[src/rtl/fb_scanout_pkg.sv]
// rtl/fb_scanout_pkg.sv - fetch FSM state type and derived-parameter helpers for fb_scanout
package fb_scanout_pkg;

    typedef enum logic [1:0] {
        ST_IDLE = 2'd0,
        ST_REQ  = 2'd1,
        ST_WAIT = 2'd2
    } fetch_state_e;

    function automatic int clog2(input int value);
        int r;
        int v;
        r = 0;
        v = value - 1;
        while (v > 0) begin
            r = r + 1;
            v = v >> 1;
        end
        return r;
    endfunction

    function automatic int calc_wpl(input int h_active, input int scale, input int bpp, input int data_w);
        return h_active / scale * bpp / data_w;
    endfunction

    function automatic int calc_ppw(input int data_w, input int bpp);
        return data_w / bpp;
    endfunction

endpackage

[src/rtl/fb_scanout_fifo.sv]
// rtl/fb_scanout_fifo.sv - prefetch FIFO with synchronous flush and occupancy count
module fb_scanout_fifo
    import fb_scanout_pkg::*;
#(
    parameter int DATA_W     = 16,
    parameter int FIFO_DEPTH = 8,
    localparam int PTR_W     = clog2(FIFO_DEPTH),
    localparam int CNT_W     = PTR_W + 1
) (
    input  logic              clk_i,
    input  logic              rst_i,
    input  logic              flush_i,
    input  logic              push_i,
    input  logic [DATA_W-1:0] push_data_i,
    input  logic              pop_i,
    output logic [DATA_W-1:0] pop_data_o,
    output logic [CNT_W-1:0]  count_o,
    output logic              empty_o
);

    logic [DATA_W-1:0] mem_q [FIFO_DEPTH];
    logic [PTR_W-1:0]  wr_ptr_q;
    logic [PTR_W-1:0]  rd_ptr_q;
    logic [CNT_W-1:0]  count_q;
    logic              do_push;
    logic              do_pop;

    assign do_push    = push_i && (count_q != CNT_W'(FIFO_DEPTH));
    assign do_pop     = pop_i && (count_q != '0);
    assign pop_data_o = mem_q[rd_ptr_q];
    assign count_o    = count_q;
    assign empty_o    = (count_q == '0);

    always_ff @(posedge clk_i or posedge rst_i) begin
        if (rst_i) begin
            wr_ptr_q <= '0;
            rd_ptr_q <= '0;
            count_q  <= '0;
        end else if (flush_i) begin
            wr_ptr_q <= '0;
            rd_ptr_q <= '0;
            count_q  <= '0;
        end else begin
            if (do_push) wr_ptr_q <= wr_ptr_q + 1'b1;
            if (do_pop)  rd_ptr_q <= rd_ptr_q + 1'b1;
            case ({do_push, do_pop})
                2'b10:   count_q <= count_q + 1'b1;
                2'b01:   count_q <= count_q - 1'b1;
                default: count_q <= count_q;
            endcase
        end
    end

    always_ff @(posedge clk_i) begin
        if (do_push && !flush_i) mem_q[wr_ptr_q] <= push_data_i;
    end

endmodule

[src/rtl/fb_scanout.sv]
// rtl/fb_scanout.sv - framebuffer scanout: line fetch FSM, prefetch FIFO, pixel serialiser/scaler.
// Optional saturating underflow counter enabled by FB_SCANOUT_UFLOW_CNT_EN.
module fb_scanout
    import fb_scanout_pkg::*;
#(
    parameter int DATA_W     = 16,
    parameter int ADDR_W     = 20,
    parameter int BPP        = 1,
    parameter int SCALE      = 4,
    parameter int H_ACTIVE   = 640,
    parameter int BASE_ADDR  = 0,
    parameter int FIFO_DEPTH = 8
) (
    input  logic              clk50,
    input  logic              reset,
    input  logic              pix_en,
    input  logic              in_display,
    input  logic              line_start,
    input  logic              frame_start,
    output logic              req_valid,
    output logic [ADDR_W-1:0] req_addr,
    input  logic              req_ready,
    input  logic              rsp_valid,
    input  logic [DATA_W-1:0] rsp_data,
    output logic [BPP-1:0]    pix_out,
    output logic              underflow,
    output logic [15:0]       underflow_cnt
);

    localparam int WPL   = calc_wpl(H_ACTIVE, SCALE, BPP, DATA_W);
    localparam int PPW   = calc_ppw(DATA_W, BPP);
    localparam int IDX_W = clog2(WPL + 1);
    localparam int REP_W = (SCALE > 1) ? clog2(SCALE) : 1;
    localparam int SFT_W = (PPW > 1) ? clog2(PPW) : 1;
    localparam int CNT_W = clog2(FIFO_DEPTH) + 1;

    localparam logic [IDX_W-1:0]  WPL_V   = IDX_W'(WPL);
    localparam logic [ADDR_W-1:0] WPL_A   = ADDR_W'(WPL);
    localparam logic [ADDR_W-1:0] BASE_V  = ADDR_W'(BASE_ADDR);
    localparam logic [REP_W-1:0]  REP_MAX = REP_W'(SCALE - 1);
    localparam logic [SFT_W-1:0]  SFT_MAX = SFT_W'(PPW - 1);
    localparam logic [CNT_W-1:0]  DEPTH_V = CNT_W'(FIFO_DEPTH);

    fetch_state_e      state_q;
    logic              req_valid_q;
    logic [ADDR_W-1:0] req_addr_q;
    logic [IDX_W-1:0]  word_idx_q;
    logic [ADDR_W-1:0] line_base_q;
    logic [REP_W-1:0]  vrep_q;
    logic              first_line_q;
    logic              discard_q;

    logic              fifo_flush;
    logic              fifo_push;
    logic              fifo_pop;
    logic [DATA_W-1:0] fifo_data;
    logic [CNT_W-1:0]  fifo_count;
    logic              fifo_empty;

    assign fifo_flush = line_start || frame_start;
    assign fifo_push  = (state_q == ST_WAIT) && rsp_valid && !discard_q;
    assign req_valid  = req_valid_q;
    assign req_addr   = req_addr_q;

    fb_scanout_fifo #(
        .DATA_W     (DATA_W),
        .FIFO_DEPTH (FIFO_DEPTH)
    ) u_fifo (
        .clk_i       (clk50),
        .rst_i       (reset),
        .flush_i     (fifo_flush),
        .push_i      (fifo_push),
        .push_data_i (rsp_data),
        .pop_i       (fifo_pop),
        .pop_data_o  (fifo_data),
        .count_o     (fifo_count),
        .empty_o     (fifo_empty)
    );

    // Line/frame events are applied after the FSM step so they override word_idx and discard.
    always_ff @(posedge clk50 or posedge reset) begin
        if (reset) begin
            state_q      <= ST_IDLE;
            req_valid_q  <= 1'b0;
            req_addr_q   <= '0;
            word_idx_q   <= WPL_V;
            line_base_q  <= BASE_V;
            vrep_q       <= '0;
            first_line_q <= 1'b1;
            discard_q    <= 1'b0;
        end else begin
            case (state_q)
                ST_IDLE: begin
                    if (!fifo_flush && (word_idx_q < WPL_V) && (fifo_count < DEPTH_V)) begin
                        state_q     <= ST_REQ;
                        req_valid_q <= 1'b1;
                        req_addr_q  <= line_base_q + ADDR_W'(word_idx_q);
                    end
                end
                ST_REQ: begin
                    if (req_ready) begin
                        state_q     <= ST_WAIT;
                        req_valid_q <= 1'b0;
                        if (!discard_q) word_idx_q <= word_idx_q + 1'b1;
                    end
                end
                ST_WAIT: begin
                    if (rsp_valid) begin
                        state_q   <= ST_IDLE;
                        discard_q <= 1'b0;
                    end
                end
                default: begin
                    state_q     <= ST_IDLE;
                    req_valid_q <= 1'b0;
                end
            endcase

            if (frame_start) begin
                line_base_q  <= BASE_V;
                vrep_q       <= '0;
                first_line_q <= 1'b1;
                word_idx_q   <= WPL_V;
            end
            if (line_start) begin
                word_idx_q <= '0;
                if (frame_start || first_line_q) begin
                    first_line_q <= 1'b0;
                end else if (vrep_q == REP_MAX) begin
                    vrep_q      <= '0;
                    line_base_q <= line_base_q + WPL_A;
                end else begin
                    vrep_q <= vrep_q + 1'b1;
                end
            end
            if (fifo_flush && ((state_q == ST_REQ) || ((state_q == ST_WAIT) && !rsp_valid))) begin
                discard_q <= 1'b1;
            end
        end
    end

    logic [DATA_W-1:0] shreg_q, shreg_d;
    logic [REP_W-1:0]  hrep_q, hrep_d;
    logic [SFT_W-1:0]  sft_q, sft_d;
    logic              need_load_q, need_load_d;
    logic [BPP-1:0]    pix_q, pix_d;
    logic              underflow_q, underflow_d;
    logic              uflow_evt;
    logic [DATA_W-1:0] cur_word;

    always_comb begin
        shreg_d     = shreg_q;
        hrep_d      = hrep_q;
        sft_d       = sft_q;
        need_load_d = need_load_q;
        pix_d       = pix_q;
        underflow_d = underflow_q;
        fifo_pop    = 1'b0;
        uflow_evt   = 1'b0;
        cur_word    = shreg_q;
        if (line_start) begin
            hrep_d      = '0;
            sft_d       = '0;
            need_load_d = 1'b1;
        end else if (pix_en && in_display) begin
            // An empty FIFO at a pop blanks the whole word span rather than replaying stale bits.
            if (need_load_q) begin
                fifo_pop  = !fifo_empty;
                uflow_evt = fifo_empty;
                cur_word  = fifo_empty ? '0 : fifo_data;
            end
            pix_d       = cur_word[BPP-1:0];
            need_load_d = 1'b0;
            shreg_d     = cur_word;
            if (hrep_q == REP_MAX) begin
                hrep_d  = '0;
                shreg_d = cur_word >> BPP;
                if (sft_q == SFT_MAX) begin
                    sft_d       = '0;
                    need_load_d = 1'b1;
                end else begin
                    sft_d = sft_q + 1'b1;
                end
            end else begin
                hrep_d = hrep_q + 1'b1;
            end
        end
        if (!in_display) pix_d = '0;
        if (uflow_evt) underflow_d = 1'b1;
    end

    always_ff @(posedge clk50 or posedge reset) begin
        if (reset) begin
            shreg_q     <= '0;
            hrep_q      <= '0;
            sft_q       <= '0;
            need_load_q <= 1'b1;
            pix_q       <= '0;
            underflow_q <= 1'b0;
        end else begin
            shreg_q     <= shreg_d;
            hrep_q      <= hrep_d;
            sft_q       <= sft_d;
            need_load_q <= need_load_d;
            pix_q       <= pix_d;
            underflow_q <= underflow_d;
        end
    end

    assign pix_out   = pix_q;
    assign underflow = underflow_q;

`ifdef FB_SCANOUT_UFLOW_CNT_EN
    logic [15:0] ucnt_q;
    always_ff @(posedge clk50 or posedge reset) begin
        if (reset) begin
            ucnt_q <= '0;
        end else if (uflow_evt && (ucnt_q != 16'hFFFF)) begin
            ucnt_q <= ucnt_q + 16'd1;
        end
    end
    assign underflow_cnt = ucnt_q;
`else
    assign underflow_cnt = 16'h0000;
`endif

endmodule

[config.mk]
export PLATFORM = sky130hd
export DESIGN_NAME = fb_scanout
export DESIGN_NICKNAME = d
export VERILOG_FILES = /design/src/rtl/fb_scanout_pkg.sv /design/src/rtl/fb_scanout_fifo.sv /design/src/rtl/fb_scanout.sv
export SDC_FILE = /design/constraint.sdc
export NUM_CORES = 1
export LEC_CHECK = 0
export CAP_MARGIN = 5
export CORE_ASPECT_RATIO = 2
export CORE_MARGIN = 2
export CORE_UTILIZATION = 43
export DETAILED_ROUTE_END_ITERATION = 8
export SYNTH_ARGS = -nofsm -noshare
export SYNTH_HDL_FRONTEND = slang
export SYNTH_SLANG_ARGS = --single-unit
export TNS_END_PERCENT = 50
[constraint.sdc]
create_clock -name clk50 -period 3.73 [get_ports clk50]
set_clock_uncertainty 0.2 [all_clocks]
set_input_delay 0.5595 -clock clk50 [delete_from_list [all_inputs] [get_ports clk50]]
set_output_delay 0.5595 -clock clk50 [all_outputs]
set_load 0.05 [all_outputs]
== Word-level counts from Yosys, hierarchy flattened ==
Memory sizes are Yosys's and may differ from the RTL's.
Cells that the tools add are included.
Storage, ports and cells
  register bits after elaboration: 86
  latch bits: 0
  memory bits (writable): 128
  ROM bits: 0
  input bits: 24
  output and inout port bits: 39
  word-level logic and storage cells: 140
  memories kept: 1
Memory list
  u_fifo.mem_q: depth 8, width 16, rd ports 1, clocked after Yosys merged registers in 0, write ports 1, line fb_scanout_fifo.sv:21  | logic [DATA_W-1:0] mem_q [FIFO_DEPTH];
Cells by class
  add/sub/neg operators: 10
  multipliers: 0
  divide/modulo/power cells: 0
  magnitude comparators: 2
  equality and inequality tests: 14
  shift-type cells: 0
  muxes and demuxes: 57
  bitwise logic cells: 2
  reduce and logical (&&, ||, !) cells: 37
Operators with widths (number)
  two-way mux 20 bit: 4
  two-way mux 16 bit: 3
  two-way mux 4 bit: 10
  two-way mux 1 bit: 23
  adder 20 x 4 -> 20 bit: 1
  adder 20 x 4 -> 20 bit, second input constant: 1
  two-way mux 2 bit: 10
  adder 4 x 1 -> 4 bit, second input constant: 3
  two-way mux 3 bit: 4
  nonzero test 2 bit: 6
  logical AND 1 bit: 10
  AND reduction 2 bit: 5
  AND reduction 3 bit: 3
  nonzero test 3 bit: 3
  == test 2 bit, second input constant: 4
  < comparator 4 bit, second input constant: 2
  inequality test 2 bit, second input constant: 4
  case mux 4 bit (2 select lines): 1
  adder 3 x 1 -> 3 bit, second input constant: 2
  case mux 2 bit (3 select lines): 1
  adder 2 x 1 -> 2 bit, second input constant: 2
  == test 2 x 1 -> 1 bit, second input constant: 2
  == test 4 bit, second input constant: 1
  zero test 1 bit: 4
  10 further kinds: 13

== Depth between registers and ports, before layout ==
Gate-level depths: netlist of run 1.
  depth after elaboration: 9
  depth in mapped cells: 11
  gate-level depth less buffers: 9

== By module ==
From an unflattened synthesis of run 1, not the netlist that was laid out.
Second synthesis, totals
  cell total of the unflattened synthesis: 710
  area total of the unflattened synthesis: 9635.5 um^2
Modules (own cells, without submodules)
  fb_scanout_fifo: times used 1, cells each 268, area each 5514.0 um^2, seq. area each 4093.9 um^2
  fb_scanout: times used 1, cells each 442, area each 4121.5 um^2, seq. area each 1906.8 um^2

== Worst setup path before layout of run 1 ==
Ideal clock, no wire load.
  path type: in2reg
  from: input port frame_start
  to: memory u_fifo.mem_q[0][0], enable pin
  setup time: 0.409 ns
  data arrival time: 2.562 ns
  data required time: 3.121 ns
  slack: 0.559 ns
  stages on the path: 4
  buffers on the path: 1
  path through: clkbuf_1 or2_2 or3_1 nor3_1
On the way
  word-level cells in the longest chain between the ends: 5
Ends and longest elaborated chain
  start, declared: line fb_scanout.sv:19  | input logic frame_start,
  logical OR 1 bit: line fb_scanout.sv:60  | assign fifo_flush = line_start || frame_start;
  zero test 1 bit: line fb_scanout_fifo.sv:55  | if (do_push && !flush_i) mem_q[wr_ptr_q] <= push_data_i;
  logical AND 1 bit: line fb_scanout_fifo.sv:55
  two-way mux 1 bit: line fb_scanout_fifo.sv:55
  two-way mux 1 bit (not written as such): line fb_scanout_fifo.sv:55
  end, declared: line fb_scanout_fifo.sv:21
No other way between the ends.

== Worst setup path in the final report of run 1 ==
  from: register state_q[0]
  to: register u_fifo.count_q[3] (netlist: u_fifo.count_o[3])
On the way
  word-level cells in the longest chain between the ends: 7
  elaborated cells between the ends (all ways): 9
  those cells by class: eq/ne (3); mux (2); reduce/logical (4)
Ends and longest elaborated chain
  start, declared: line fb_scanout.sv:44  | fetch_state_e state_q;
  start signal, assigned: line fb_scanout.sv:83  | state_q <= ST_IDLE;
  start signal, assigned: line fb_scanout.sv:95  | state_q <= ST_REQ;
  start signal, assigned: line fb_scanout.sv:102  | state_q <= ST_WAIT;
  == test 2 bit *: line fb_scanout.sv:61  | assign fifo_push = (state_q == ST_WAIT) && rsp_valid && !discard_q;
  logical AND 1 bit * (2 in a row): line fb_scanout.sv:61
  logical AND 1 bit *: line fb_scanout_fifo.sv:28  | assign do_push = push_i && (count_q != CNT_W'(FIFO_DEPTH));
  == test 2 x 1 -> 1 bit / == test 2 bit (equally long branches): line fb_scanout_fifo.sv:46  | case ({do_push, do_pop})
  case mux 4 bit (2 select lines): line fb_scanout_fifo.sv:46
  two-way mux 4 bit: line fb_scanout_fifo.sv:39  | end else if (flush_i) begin
  end signal, assigned: line fb_scanout_fifo.sv:47  | 2'b10: count_q <= count_q + 1'b1;
  end signal, assigned: line fb_scanout_fifo.sv:48  | 2'b01: count_q <= count_q - 1'b1;
  end signal, assigned: line fb_scanout_fifo.sv:49  | default: count_q <= count_q;
  end, declared: line fb_scanout_fifo.sv:24  | logic [CNT_W-1:0] count_q;
Mark *: on every way between the ends. The rest lies on a longest branch, timed or not.
A chain may end at the register's enable or synchronous reset.

==> results.ini, run 1 <==
[final_layout]
layout_common_cells = 128 x edfxtp_1, 81 x dfrtp_1, 73 x mux2i_1, 52 x nand2_1, 51 x nor2_1
fin_nets = 829
design_area_sq_um = 11000
final_cell_count_no_fill = 1081
layout_commonest_cell = edfxtp_1
final_util_pct = 50.0
drive_above_1_share_pct = 10.6
antenna-diode-count = 0
syn_to_final_growth_pct = 14.2

[worst_setup_path]
critPathKind = register to register
r2r-end = u_fifo.count_o[3]$_DFFE_PP0P_
arrival_ns = 3.08
startpoint_type = register
end_kind = register
r2r_start = state_q[0]$_DFFE_PP0P_
rrSetupSlack_ns = 0.84
worst_ep_required_time_ns = 3.92
cpPeakStageDelay_ns = 0.49
path_cells = nand4bb_1 -> o2111ai_1 -> inv_1 -> ha_1 -> and3_1 -> o22ai_1 -> o32ai_2 -> xnor2_1 -> nor2_1
cp_max_fo = 9
critPathSlowestCell = o2111ai_1
r2r_cells = 9

[cts]
clock-sinks = 214
root_buffer = clkbuf_16
cts.clk_slew.worst_paths_ns = 0.07
insertion_delay_ns = 0.52
cts_tree = yes
postCtsHoldBufs = 0
clockBufferDepth = 3
post_cts_buffers = 0
cts_resized = 0
cts_inserted_buffers = 20
h-tree-depth = 1

[placement]
dpl.hpwl_mm = 15.9
gp_congestion = 0.858
dp.cells = 1045
place_ws_ns = 0.382
dpl_cell_area_sq_um = 10400
port_buffers = 46

[timing]
slew_violations = 0
final.setup.tns_ns = 0
fin_ws_ns = 0.840
fin_crit_sh_pct = 77.5
fmax_mhz = 346
relSlewSlack_pct = 26.3
rsz0062_at_grt = no
period_needed_ns = 2.89
setup_violations = 0
finalHoldViolations = 0
worstMarginPinSlew_ns = 1.11

[route]
detail-route-antenna-nets = 0
avgRoutedWirePerCell_um = 20.7
vias = 5997
drt_iter0_markers = 328
drt-vias-per-instance = 5.55
dr.pass1.iters = 4
routed_wl_mm = 22.4
drc = 0

[yosys]
ys.flop_type = edfxtp_1
synth_edf_count = 128
netlist_area_sq_um = 9650
yosys_warnings = 0
ys_types = 64
synth-async-reset-ratio_pct = 40.2
synth-seq-cells = 214
syn_avg_cell_area_sq_um = 12.9
syn_inst = 746
yosysSeqAreaShare_pct = 62.2

[pwr]
p_leak_nw = 3.92
powerDensity_nw_per_um2 = 455
irDropWorstVdd_uv = 368

[min_path]
hp-class = input port to async pin

[die]
io_pins = 63
dieHeight_um = 216
coreArea_sq_um = 22100
initial_core_util_pct = 43.8
rows = 77
die_area_sq_um = 23700
die_width_um = 110

[global_routing]
grt_pass1_wl_mm = 35.0
grt_max_degree = 76
grt_util_all_layers_pct = 19.7
grt-ovfl-total = 0
antenna_found_initial = 0
grt_pass1_vias = 6266

[flow_run]
cap_violations = 0

[outcome]
status = completed

critical path: cells and delay by family, from the launching register on:
kind | cells | cell delay (ns)
buffers and inverters | 1 | 0.08
AO/OA/AOI/OAI | 3 | 0.79
AND/OR/NAND/NOR | 3 | 0.69
adder cells (fa/ha/maj) | 1 | 0.33
flip-flops | 1 | 0.47
XOR/XNOR | 1 | 0.19
power breakdown:
part           total (mW)  internal [mW]  switching, mW  leakage (nW)
Combinational       0.320          0.114          0.206          1.30
Sequential           2.62           2.57         0.0450          2.29
Clock                2.08           1.20          0.886         0.327
Total                5.02           3.88           1.14          3.92
layer usage:
layer  part of all wire [%]  wire length [um]  track usage, %
met1                     34              7660            19.6
met2                     58             13000            37.8
met3                    2.8               631            2.36
met4                    5.1              1130            10.3
met5                      0                 0               0
worst max-delay path by stage:
stage	cells past startpoint	endpoint	start	slack, ns
2_1_floorplan	4	u_fifo.mem_q[0][0]$_DFFE_PP_	frame_start	0.56
3_3_place_gp	10	u_fifo.count_o[3]$_DFFE_PP0P_	rsp_valid	0.51
3_5_place_dp	10	u_fifo.count_o[3]$_DFFE_PP0P_	rsp_valid	0.38
4_1_cts	9	u_fifo.count_o[3]$_DFFE_PP0P_	state_q[0]$_DFFE_PP0P_	0.87
5_1_grt	9	u_fifo.count_o[3]$_DFFE_PP0P_	state_q[0]$_DFFE_PP0P_	0.78
6_report	9	u_fifo.count_o[3]$_DFFE_PP0P_	state_q[0]$_DFFE_PP0P_	0.84
flip-flops by register name, summed over array words and instances (netlist names):
register,flops
vrep_q,2
first_line_q,1
discard_q,1
u_fifo.wr_ptr_q,3
req_addr,20
u_fifo.rd_ptr_q,3
underflow,1
need_load_q,1
hrep_q,2
pix_out,1
word_idx_q,4
state_q,2
u_fifo.mem_q,128
line_base_q,20
u_fifo.count_o,4
shreg_q,16
req_valid,1
sft_q,4
metrics by stage:
| stage | power (mW) | hold slack (ns) |
|---|---|---|
| 6_report | 5.02 | 0.0821 |
| 5_1_grt | 5.21 | 0.118 |
| 4_1_cts | 5.07 | 0.0800 |
| 3_5_place_dp | 2.99 | 0.267 |
| 3_3_place_gp | 2.98 | 0.264 |
| 2_1_floorplan | 2.88 | 0.268 |
cells in the mapped netlist, types with 2 or more instances:
library cell	n	area, sq um
and3_1	3	18.8
nand4_1	15	93.8
nor2b_1	8	50.1
nand2_1	52	195
buf_1	2	7.51
inv_1	8	30.0
clkbuf_2	3	15.0
nand4b_1	8	70.1
o221a_2	13	146
edfxtp_1	128	3840
a22oi_1	32	240
nor3_1	8	40.0
a21oi_1	26	130
and4_1	2	17.5
nand2b_1	5	31.3
nand3_1	21	105
nor3_2	2	20.0
o21ai_1	9	45.0
buf_6	2	22.5
dfrtp_1	82	2050
xor2_1	23	201
a21o_1	2	15.0
nor2_1	51	191
clkbuf_1	13	48.8
dfstp_2	4	105
ha_1	13	163
a32o_1	6	60.1
mux2i_1	73	731
o21ai_0	31	155
buf_2	14	70.1
a211oi_1	6	45.0
or3_1	9	56.3
nand3b_1	3	22.5
xnor2_1	18	158
buf_4	22	165
kinds of logic after synthesis:
logic type	Yosys count	share of synthesized area [%]
DFF	214	62.2
and+or+nand+nor	198	10.8
other	1	0.0388
adders and majority gates	14	1.89
xor gates and xnor gates	41	3.72
AOI/OAI and AO/OA	139	10.1
buffers and inverters	66	3.80
muxes	73	7.57
cell type report:
| class | count | area (sq um) |
|---|---|---|
| Multi-Input combinational cell | 481 | 3350 |
| Sequential cell | 214 | 6000 |
| Inverter | 10 | 38.8 |
| Tap cell | 276 | 345 |
| Clock buffer | 26 | 558 |
| Clock inverter | 10 | 104 |
| Fill cell | 1957 | 11000 |
| Timing Repair Buffer | 64 | 621 |
No activity file was read; power rests on OpenSTA's default activity.
==> inputs of run 2 (changes only) <==
==> constraint.sdc (replaced) <==
create_clock -name clk50 -period 2.75 [get_ports clk50]
set_clock_uncertainty 0.2 [all_clocks]
set_input_delay 0.4125 -clock clk50 [delete_from_list [all_inputs] [get_ports clk50]]
set_output_delay 0.4125 -clock clk50 [all_outputs]
set_load 0.05 [all_outputs]
==> results.ini, run 2 (same netlist as run 1, synthesis figures left out) <==
[outcome]
status = completed

[final_layout]
num-fill-cells = 1922
layout_common_cells = 128 x edfxtp_1, 81 x dfrtp_1, 73 x mux2i_1, 52 x nand2_1, 51 x nor2_1
fin_nets = 851
regMostFlops = u_fifo.mem_q
layout_commonest_cell = edfxtp_1
final_util_pct = 51.2
largest_reg_flops = 128
drive_above_1_share_pct = 12.8
final_cell_count_no_fill = 1103
antenna-diode-count = 0
syn_to_final_growth_pct = 17.0

[pwr]
powerDensity_nw_per_um2 = 601
p_leak_nw = 4.04
irDropWorstVdd_uv = 514

[worst_setup_path]
startpoint_type = register
critPathKind = register to register
worst_ep_required_time_ns = 2.93
end_kind = register
cp_max_fo = 8
arrival_ns = 2.74
r2r_cells = 8

[cts]
postCtsHoldBufs = 0
cts_resized = 0
root_buffer = clkbuf_16
cts_inserted_buffers = 20
post_cts_buffers = 0
h-tree-depth = 1
cts_tree = yes
cts.clk_slew.worst_paths_ns = 0.06
clock-sinks = 214
insertion_delay_ns = 0.50
clockBufferDepth = 3

[placement]
port_buffers = 46
dp.cells = 1067
dpl.hpwl_mm = 14.6
gp_congestion = 0.884

[route]
drt_iter0_markers = 253
dr.pass1.iters = 6
routed_wl_mm = 20.1
vias = 5964
drt-vias-per-instance = 5.41
avgRoutedWirePerCell_um = 18.2
detail-route-antenna-nets = 0
drc = 0

[timing]
relSlewSlack_pct = 47.9
rsz0062_at_grt = no
fmax_mhz = 390
slew_violations = 0
worstMarginPinSlew_ns = 0.776
period_needed_ns = 2.56
fin_crit_sh_pct = 93.2
setup_violations = 0
finalHoldViolations = 0
hold_ws_ns = 0.168

[die]
initial_core_util_pct = 43.8
coreArea_sq_um = 22100
die_area_sq_um = 23700
die_width_um = 110
io_pins = 63
dieHeight_um = 216
rows = 77

[global_routing]
grt_max_degree = 87
grt_pass1_vias = 6334
antenna_found_initial = 0
grt_util_all_layers_pct = 17.7
grt_pass1_wl_mm = 32.6
grt-ovfl-total = 0

[min_path]
hp-class = input port to async pin

[flow_run]
cap_violations = 0

==> run 2: path summary, 6_finish.rpt <==
path | from | to | slack [ns]
hold / removal | reset | line_base_q[6]$_DFF_PP0_ | 0.17
setup reg to reg | word_idx_q[0]$_DFFE_PP0P_ | req_addr[18]$_DFFE_PP0P_ | 0.19
min in group clk50 | req_addr[14]$_DFFE_PP0P_ | req_addr[14]$_DFFE_PP0P_ | 0.28
hold reg to reg | req_addr[14]$_DFFE_PP0P_ | req_addr[14]$_DFFE_PP0P_ | 0.28
setup / recovery | word_idx_q[0]$_DFFE_PP0P_ | req_addr[18]$_DFFE_PP0P_ | 0.19
max in group asynchronous | reset | u_fifo.rd_ptr_q[1]$_DFFE_PP0P_ | 1.75
==> run 2: where the power goes <==
| part | internal [mW] | total (mW) | switching [mW] |
|---|---|---|---|
| combinational | 0.171 | 0.458 | 0.287 |
| clock | 1.65 | 2.79 | 1.15 |
| sequential | 3.49 | 3.54 | 0.0532 |
==> run 2: critical path, stage by stage (launching register included) <==
cell	delay, ns
dfrtp_1	0.42
ha_1	0.23
inv_1	0.07
fa_1	0.39
nor2b_1	0.14
o21ai_1	0.25
a2111oi_2	0.49
xnor2_1	0.17
o21ai_1	0.07
==> run 2: per-layer routing <==
layer,up-vias,part of all wire (%),global-route usage (%),wire [um]
met3,46,3.0,2.42,602
met2,113,59,34.1,11800
li1,2885,-,-,-
met4,0,3.1,7.93,623
met5,-,0,0,0
met1,2920,35,18.1,7060
==> run 2: cell type report <==
class                   instances  area, sq um  share of cell area (%)
clock buffers                  28          574                    5.09
clock inverters                 8         88.8                   0.787
inverters                      10         41.3                   0.366
multi-input cells             481         3350                    29.7
flip-flops and latches        214         6000                    53.2
well taps                     276          345                    3.06
repair buffers                 86          886                    7.84
==> run 2: stage by stage <==
| step | setup WS [ns] | total power, mW | setup TNS, ns | instance area (sq um) |
|---|---|---|---|---|
| after floorplan | 0.0886 | 3.91 | 0 | 9720 |
| after global placement | 0.0206 | 4.05 | 0 | 10600 |
| after detailed placement | -0.0308 | 4.07 | -0.498 | 10600 |
| after CTS | 0.172 | 6.88 | 0 | 11300 |
| after global routing | 0.0226 | 7.04 | 0 | 11300 |
| final | 0.186 | 6.79 | 0 | 11300 |
